[src/rtl/pb_tieoff_sink_pkg.sv]
// Shared picobello mesh helpers: direction encoding, tie-off predicate and
// neighbour/opposite-direction lookups used when wiring edge routers.
package pb_tieoff_sink_pkg;

    localparam int NumXMesh = 4;
    localparam int NumYMesh = 4;

    typedef enum logic [1:0] {
        DirNorth = 2'd0,
        DirEast  = 2'd1,
        DirSouth = 2'd2,
        DirWest  = 2'd3
    } dir_e;

    // A router port is tied off when it faces outward from the mesh edge.
    function automatic logic is_tied_off(input int x, input int y, input dir_e dir);
        logic tied_s;
        case (dir)
            DirWest:  tied_s = (x == 0);
            DirEast:  tied_s = (x == NumXMesh - 1);
            DirSouth: tied_s = (y == 0);
            DirNorth: tied_s = (y == NumYMesh - 1);
            default:  tied_s = 1'b0;
        endcase
        return tied_s;
    endfunction

    function automatic dir_e opposite_dir(input dir_e dir);
        dir_e opp_s;
        case (dir)
            DirNorth: opp_s = DirSouth;
            DirEast:  opp_s = DirWest;
            DirSouth: opp_s = DirNorth;
            DirWest:  opp_s = DirEast;
            default:  opp_s = DirNorth;
        endcase
        return opp_s;
    endfunction

    function automatic int neighbour_x(input int x, input dir_e dir);
        int nx_s;
        case (dir)
            DirEast: nx_s = x + 1;
            DirWest: nx_s = x - 1;
            default: nx_s = x;
        endcase
        return nx_s;
    endfunction

    function automatic int neighbour_y(input int y, input dir_e dir);
        int ny_s;
        case (dir)
            DirNorth: ny_s = y + 1;
            DirSouth: ny_s = y - 1;
            default:  ny_s = y;
        endcase
        return ny_s;
    endfunction

endpackage

[src/rtl/pb_sat_counter.sv]
// Saturating up-counter; clr and inc on the same edge yields a count of one.
module pb_sat_counter #(
    parameter int Width = 16
) (
    input  logic             clk,
    input  logic             rst,
    input  logic             clr,
    input  logic             inc,
    output logic [Width-1:0] cnt
);

    logic [Width-1:0] cnt_r;
    logic [Width-1:0] cnt_s;

    // Next count: clear first, then apply the increment unless already at max.
    always_comb begin
        cnt_s = cnt_r;
        if (clr) begin
            cnt_s = inc ? {{(Width-1){1'b0}}, 1'b1} : {Width{1'b0}};
        end else if (inc && (cnt_r != {Width{1'b1}})) begin
            cnt_s = cnt_r + {{(Width-1){1'b0}}, 1'b1};
        end else begin
            cnt_s = cnt_r;
        end
    end

    // Count register.
    always_ff @(posedge clk or posedge rst) begin
        if (rst) begin
            cnt_r <= {Width{1'b0}};
        end else begin
            cnt_r <= cnt_s;
        end
    end

    assign cnt = cnt_r;

endmodule

[src/rtl/pb_tieoff_sink.sv]
// Sink for an outward-facing router port: accepts and drops every flit,
// flags the error and records the destination of the first one dropped.
module pb_tieoff_sink
    import pb_tieoff_sink_pkg::*;
#(
    parameter int FlitWidth  = 64,
    parameter int CoordWidth = 3,
    parameter int DstXLsb    = 0,
    parameter int DstYLsb    = 3,
    parameter int CntWidth   = 16
) (
    input  logic                  clk_i,
    input  logic                  rst_i,
    input  logic                  valid_i,
    output logic                  ready_o,
    input  logic [FlitWidth-1:0]  flit_i,
    input  logic                  clr_i,
    output logic                  err_o,
    output logic [CntWidth-1:0]   cnt_o,
    output logic [CoordWidth-1:0] first_x_o,
    output logic [CoordWidth-1:0] first_y_o
);

    typedef enum logic {
        IDLE   = 1'b0,
        LOGGED = 1'b1
    } state_e;

    state_e                state_r, state_s;
    logic                  ready_r;
    logic                  err_r;
    logic                  capture_s;
    logic                  hs_s;
    logic [CoordWidth-1:0] first_x_r, first_y_r;
    logic                  unused_flit_s;

    assign hs_s = valid_i & ready_r;
    // Only the coordinate fields matter; the rest of the flit is discarded.
    assign unused_flit_s = ^flit_i;

    // Next state: a clear returns to IDLE before the handshake is considered.
    always_comb begin
        state_s   = state_r;
        capture_s = 1'b0;
        case (clr_i ? IDLE : state_r)
            IDLE: begin
                if (hs_s) begin
                    state_s   = LOGGED;
                    capture_s = 1'b1;
                end else begin
                    state_s = IDLE;
                end
            end
            LOGGED: begin
                state_s = LOGGED;
            end
            default: begin
                state_s = IDLE;
            end
        endcase
    end

    // State, ready, error flag and first-drop coordinate registers.
    always_ff @(posedge clk_i or posedge rst_i) begin
        if (rst_i) begin
            state_r   <= IDLE;
            ready_r   <= 1'b0;
            err_r     <= 1'b0;
            first_x_r <= {CoordWidth{1'b0}};
            first_y_r <= {CoordWidth{1'b0}};
        end else begin
            state_r <= state_s;
            ready_r <= 1'b1;
            err_r   <= (state_s == LOGGED);
            if (capture_s) begin
                first_x_r <= flit_i[DstXLsb +: CoordWidth];
                first_y_r <= flit_i[DstYLsb +: CoordWidth];
            end else if (clr_i) begin
                first_x_r <= {CoordWidth{1'b0}};
                first_y_r <= {CoordWidth{1'b0}};
            end else begin
                first_x_r <= first_x_r;
                first_y_r <= first_y_r;
            end
        end
    end

    pb_sat_counter #(
        .Width (CntWidth)
    ) u_drop_cnt (
        .clk (clk_i),
        .rst (rst_i),
        .clr (clr_i),
        .inc (hs_s),
        .cnt (cnt_o)
    );

    assign ready_o   = ready_r;
    assign err_o     = err_r;
    assign first_x_o = first_x_r;
    assign first_y_o = first_y_r;

endmodule

[config.mk]
export PLATFORM = sky130hd
export DESIGN_NAME = pb_tieoff_sink
export DESIGN_NICKNAME = d
export VERILOG_FILES = /design/src/rtl/pb_tieoff_sink_pkg.sv /design/src/rtl/pb_sat_counter.sv /design/src/rtl/pb_tieoff_sink.sv
export SDC_FILE = /design/constraint.sdc
export NUM_CORES = 1
export LEC_CHECK = 0
export CAP_MARGIN = 20
export CORE_ASPECT_RATIO = 2
export CORE_UTILIZATION = 30
export CTS_CLUSTER_SIZE = 20
export DETAILED_ROUTE_END_ITERATION = 16
export PLACE_DENSITY = 0.78
export SYNTH_ARGS = -nofsm -noshare
export SYNTH_HDL_FRONTEND = slang
export SYNTH_HIERARCHICAL = 1
export SYNTH_SLANG_ARGS = --single-unit
[constraint.sdc]
create_clock -name clk_i -period 1.9 [get_ports clk_i]
set_clock_uncertainty 0.2 [all_clocks]
set_input_delay 0.38 -clock clk_i [delete_from_list [all_inputs] [get_ports clk_i]]
set_output_delay 0.38 -clock clk_i [all_outputs]
set_load 0.02 [all_outputs]
==> results of run 1 <==
[cell usage in the layout (no fill, tap or decap), types with 2 or more instances in the layout]
cell             Yosys  layout
buf_4                0      34
buf_6                0       3
o41ai_4              1       2
and4_1               2       2
dfrtp_1             24      20
clkbuf_8             0       3
nand2b_1             7       7
or4_1                5       3
a21oi_1             11       7
nand4_1              5       5
and3_1               2       2
dfrtp_2              0       4
nor3_1               2       2
o32ai_1              5       5
dlygate4sd2_1        0      17
nor2_1               3       3
a21oi_2              0       4
inv_1               12      11
clkdlybuf4s50_1      0      16
or3_4                1       2
o21ai_1              3       4
nand3_1              4       3
or4_4                0       2
or3_1                5       4
o31ai_1              6       5
a211oi_1             2       2
nand2_1              8       8
[worst max-delay path: stages, from the launching register on]
cell and delay [ns]:
dfrtp_2 0.40, ha_4 0.16, nand4_4 0.13, buf_6 0.16, o41ai_4 0.37, buf_4 0.19
xor2_1 0.16, nor2_1 0.05
[path summary, 6_finish.rpt]
check,slack (ns),from,cells past startpoint,to
hold / removal,0.17,rst_i,2,first_x_o[2]$_DFFE_PP0P_
max in group asynchronous,0.85,rst_i,3,u_drop_cnt/cnt[5]$_DFFE_PP0P_
min in group clk_i,0.34,ready_o$_DFF_PP0_,1,err_o$_DFF_PP0_
setup / recovery,-0.03,u_drop_cnt/cnt[1]$_DFFE_PP0P_,7,u_drop_cnt/cnt[2]$_DFFE_PP0P_
setup reg to reg,-0.03,u_drop_cnt/cnt[1]$_DFFE_PP0P_,7,u_drop_cnt/cnt[2]$_DFFE_PP0P_
hold reg to reg,0.34,ready_o$_DFF_PP0_,1,err_o$_DFF_PP0_
[per-stage QoR]
| step | utilization (%) | hold slack [ns] | cell area, um^2 | TNS (ns) | total power [mW] |
|---|---|---|---|---|---|
| 2_1_floorplan | - | -0.00441 | 1310 | 0 | 0.628 |
| 3_3_place_gp | 46.9 | 0.327 | 1940 | -3.84 | 0.722 |
| 3_5_place_dp | 46.9 | 0.325 | 1940 | -4.28 | 0.725 |
| 4_1_cts | 49.4 | 0.172 | 2040 | 0 | 1.18 |
| 5_1_grt | 51.3 | 0.202 | 2120 | -0.515 | 1.21 |
| 6_report | 51.3 | 0.171 | 2120 | -0.0281 | 1.18 |
[registers in the layout, summed over array words and instances (netlist names)]
name,cells
err_o,1
first_x_o,3
first_y_o,3
ready_o,1
u_drop_cnt/cnt,16
[where the power goes]
part           switching (mW)  internal (mW)
sequential             0.0130          0.528
clock                   0.172          0.282
combinational          0.0871         0.0940
total                   0.273          0.904
[repair_timing]
| item | CTS | global route |
|---|---|---|
| pin swaps | 5 | 9 |
| cloned | 0 | 0 |
| resized for setup | 23 | 13 |
| endpoints found under the setup margin | 27 | 13 |
| buffers inserted | 3 | 4 |
[logic make-up (layout without fill, tap and decap cells)]
group,count (synthesis),count (layout),share of synthesized area (%)
xor gates and xnor gates,1,1,0.677
other,1,1,0.290
buffers and inverters,15,87,4.45
AOI/OAI and AO/OA,34,34,20.1
DFF,24,24,46.4
muxes,1,1,0.774
and+or+nand+nor,53,53,26.3
adders and majority gates,1,1,0.967
[routing by layer]
metal  routed length (um)  vias up  track usage (%)
met3                  147       10             2.58
met1                 1390      643             18.2
met2                 2150       47             33.2
met5                    0        -                0
met4                  119        0             7.84
li1                     -      627                -
[layout make-up]
class / count / area (um^2)
fillers: 389 / 2010
well taps: 52 / 65.1
flip-flops and latches: 24 / 606
multi-input cells: 91 / 714
clock inverters: 1 / 30.0
repair buffers: 71 / 618
inverters: 12 / 45.0
clock buffers: 3 / 41.3
==> impl_metrics.json, run 1 <==
{
  "die_x_um": 48.4,
  "synth_top_area_share_pct": 46.4,
  "fin_cells": 254,
  "antenna_found_initial": 0,
  "io-pin-count": 92,
  "vias": 1327,
  "n_antenna_cell": 0,
  "synthTopCellsByArea": "dfrtp_1 (46%), a21oi_1 (4.3%), inv_1 (3.5%), o31ai_1 (3.5%), nand2b_1 (3.4%)",
  "violations": "negative setup slack",
  "netlist_instances": 130,
  "power.density_nw_per_um2": 555,
  "worstSetupStartpointType": "register",
  "h-tree-depth": 1,
  "setup_viol_count_final": 1,
  "dieHeight_um": 94.9,
  "drc": 0,
  "clock_sinks": 24,
  "maxCapViolCount": 0,
  "required_ns": 1.86,
  "path_clk_slew_ns": 0.09,
  "cp-end-kind": "register",
  "syn_avg_cell_area_um2": 9.95,
  "hold_viol_final": 0,
  "antenna_left": 0,
  "numCtsBuffers": 3,
  "rows": 33,
  "io_buffer_count": 33,
  "post-route-period-util_pct": 101,
  "ctsHoldBuffers": 0,
  "grt_pass1_wl_mm": 6.20,
  "status": "complete, but fails checks",
  "synth_cell_types": 39,
  "drt_iter0_markers": 29,
  "dpl_worst_slack_ns": -0.410,
  "clock_latency_ns": 0.27,
  "final_max_slew_viol_count": 0,
  "grt_max_degree": 22,
  "dpl.hpwl_mm": 2.73,
  "gp_congestion": 0.798,
  "synth_seq_cells": 24,
  "grt.overflow.total": 0,
  "yosysSeqAreaShare_pct": 46.4,
  "yosysTopAreaCell": "dfrtp_1",
  "cts_tree": "built",
  "post-place-cells": 243,
  "critPathMaxFanout": 3,
  "p_leak_nw": 0.975,
  "yosys_most_used_dff": "dfrtp_1",
  "async_reset_ff_share_pct": 100,
  "viasPerCell": 5.22,
  "yosysMostFrequentCell": "dfrtp_1",
  "rsz0062_at_grt": "yes",
  "layout-drive-gt1-share_pct": 33.7,
  "initial_core_util_pct": 31.3,
  "cts-root-buf": "clkbuf_8",
  "ir_drop_v": 0.000584,
  "fmax_mhz": 519,
  "synth_common_cells": "dfrtp_1 (24), inv_1 (12), a21oi_1 (11), nand2_1 (8), nand2b_1 (7)",
  "fin_ws_ns": -0.0281,
  "num-nets-final": 272,
  "hold_class": "input port to async pin",
  "finalCriticalPeriod_ns": 1.93,
  "synthToLayoutAreaGrowth_pct": 63.8,
  "dr.pass1.iters": 4,
  "critPathKind": "register to register",
  "core_um2": 4130,
  "netlist_area_um2": 1290,
  "dieArea_um2": 4600,
  "grt_pass1_vias": 1369,
  "clk_path_buf_depth": 2,
  "synth_warnings": 6,
  "wire_per_inst_um": 15.0,
  "track_usage_pct": 17.3,
  "synth_edf_count": 0,
  "synth_nets": 199,
  "crit_arrival_ns": 1.89,
  "finalWirelength_mm": 3.80
}
No activity file was read; power rests on OpenSTA's default activity.
==> run 2, diff against run 1 <==
- CTS_CLUSTER_SIZE: 20 -> 14
==> results of run 2 <==
Same layout as run 1: the final DEF is identical, and so are final timing and power.
==> run 3, diff against run 2 <==
- CORE_ASPECT_RATIO: 2 -> not set
- TNS_END_PERCENT: not set -> 30
==> run 3 against run 2 <==
  * The flow now finishes without violations
  * Die area decreased by 0.34%
  * Cell count decreased by 1.2%
  * Sequential power about the same
==> impl_metrics.json, run 3 (synthesis gave the netlist of run 1 again) <==
{
  "required_ns": 1.32,
  "finish.utilization_pct": 50.9,
  "gp_congestion": 0.794,
  "hold_viol_final": 0,
  "num-nets-final": 271,
  "seq_area_um2": 604,
  "grt.overflow.total": 0,
  "viasPerCell": 5.01,
  "die_x_um": 67.7,
  "numCtsBuffers": 3,
  "core_um2": 4060,
  "timing.rr.start": "u_drop_cnt/cnt[9]$_DFFE_PP0P_",
  "cts_tree": "built",
  "largest_reg_flops": 16,
  "final_cell_mix": "buf_4 (35), dfrtp_1 (21), dlygate4sd2_1 (16), clkdlybuf4s50_1 (16), inv_1 (11)",
  "setup_tns_ns": 0,
  "clock_sinks": 24,
  "antenna_left": 0,
  "fin_ws_ns": 0.0481,
  "setup_viol_count_final": 0,
  "grt_pass1_wl_mm": 5.48,
  "final_common_cell": "buf_4",
  "maxCapViolCount": 0,
  "crit_chain": "clkdlybuf4s50_1",
  "post-place-cells": 241,
  "crit_arrival_ns": 1.27,
  "fin_cells": 251,
  "hold_class": "input port to async pin",
  "crit_buf_inv": 1,
  "path_clk_slew_ns": 0.08,
  "grt_max_degree": 22,
  "max_stage_delay_ns": 0.61,
  "wire_per_inst_um": 13.2,
  "vias": 1257,
  "cp-end-kind": "primary output",
  "finalWirelength_mm": 3.32,
  "p_leak_nw": 0.971,
  "comb_power_share_pct": 16.0,
  "final_max_slew_viol_count": 0,
  "io-pin-count": 92,
  "power.density_nw_per_um2": 514,
  "clockPowerShare_pct": 33.2,
  "critPathMaxFanout": 4,
  "status": "complete, no violations",
  "ctsHoldBuffers": 0,
  "p_seq_share_pct": 50.9,
  "endpoint": "ready_o",
  "rows": 23,
  "clock_latency_ns": 0.27,
  "initial_core_util_pct": 31.9,
  "fmax_mhz": 540,
  "ir_drop_v": 0.000325,
  "switching_share_pct": 24.6,
  "track_usage_pct": 16.1,
  "antenna_found_initial": 0,
  "n_antenna_cell": 0,
  "r2r_cells": 6,
  "clk_path_buf_depth": 2,
  "dieHeight_um": 67.7,
  "switchingPower_mw": 0.262,
  "cp_num_cells": 1,
  "finalCriticalPeriod_ns": 1.85,
  "cts-root-buf": "clkbuf_8",
  "critPathLaunch": "ready_o$_DFF_PP0_",
  "layout-drive-gt1-share_pct": 31.3,
  "grt_pass1_vias": 1130,
  "critPathTopFamily": "buffers and inverters",
  "post-route-period-util_pct": 97.5,
  "rrSetupSlack_ns": 0.06,
  "h-tree-depth": 1,
  "critPathKind": "register to primary output",
  "rsz0062_at_grt": "yes",
  "multi_input_area_um2": 693,
  "synthToLayoutAreaGrowth_pct": 59.8,
  "dieArea_um2": 4580,
  "drc": 0,
  "fill_cells": 359,
  "critPathSlowestCell": "clkdlybuf4s50_1",
  "worstSetupStartpointType": "register",
  "p_int_mw": 0.800,
  "dr.pass1.iters": 4,
  "dpl.hpwl_mm": 2.47,
  "drt_iter0_markers": 52,
  "dpl_worst_slack_ns": -0.394,
  "worstReg2RegEnd": "u_drop_cnt/cnt[2]$_DFFE_PP0P_",
  "io_buffer_count": 33
}
-- run 3: cell count changes in the layout (fill, tap and decap cells not counted), sizes merged --
cell / before / now
buf: 38 / 37
bufinv: 1 / 0
clkbuf: 3 / 4
dlygate4sd2: 17 / 16
dlymetal6s2s: 0 / 1
-- run 3: area by class of cell --
type                            count  area share (%)
Multi-Input combinational cell     91            33.5
Timing Repair Buffer               70            29.4
Sequential cell                    24            29.2
Tap cell                           50            3.03
Clock buffer                        4            2.66
Inverter                           12            2.18
-- run 3: timing repair --
item,in CTS,in global routing
endpoints found under the setup margin,27,14
buffers inserted,2,5
pin swaps,4,11
gates resized for setup,18,10
-- run 3: power by group through the flow --
stage                     Clock [mW]  Combinational [mW]  Sequential (mW)
after floorplan                    0              0.0552            0.573
after global placement             0               0.168            0.550
after detailed placement           0               0.173            0.551
after CTS                      0.358               0.171            0.541
after global routing           0.376               0.186            0.543
final                          0.352               0.169            0.540
-- run 3: layer usage --
layer / up-vias / share of wire [%] / track usage, % / wire, um
li1: 632 / - / - / -
met4: 0 / 0.93 / 5.32 / 31
met3: 4 / 4.5 / 2.03 / 149
met1: 588 / 44 / 22.3 / 1460
met2: 33 / 51 / 25.6 / 1680
met5: - / 0 / 0 / 0
-- run 3: stage by stage --
step	power (mW)	cell area, um^2	hold slack [ns]
global route	1.10	2070	0.211
detailed placement	0.723	1940	0.332
floorplan	0.628	1310	-0.00441
CTS	1.07	1990	0.201
finish	1.06	2070	0.185
global placement	0.718	1940	0.320
-- run 3: how the worst min path moves through the flow --
stage / endpoint / depth (start not counted) / slack, ns / start
3_3_place_gp: err_o$_DFF_PP0_ / 1 / 0.32 / ready_o$_DFF_PP0_
3_5_place_dp: err_o$_DFF_PP0_ / 1 / 0.33 / ready_o$_DFF_PP0_
5_1_grt: first_x_o[0]$_DFFE_PP0P_ / 2 / 0.21 / rst_i
4_1_cts: err_o$_DFF_PP0_ / 2 / 0.20 / rst_i
2_1_floorplan: err_o$_DFF_PP0_ / 1 / -0.004 / rst_i
6_report: first_y_o[0]$_DFFE_PP0P_ / 2 / 0.19 / rst_i
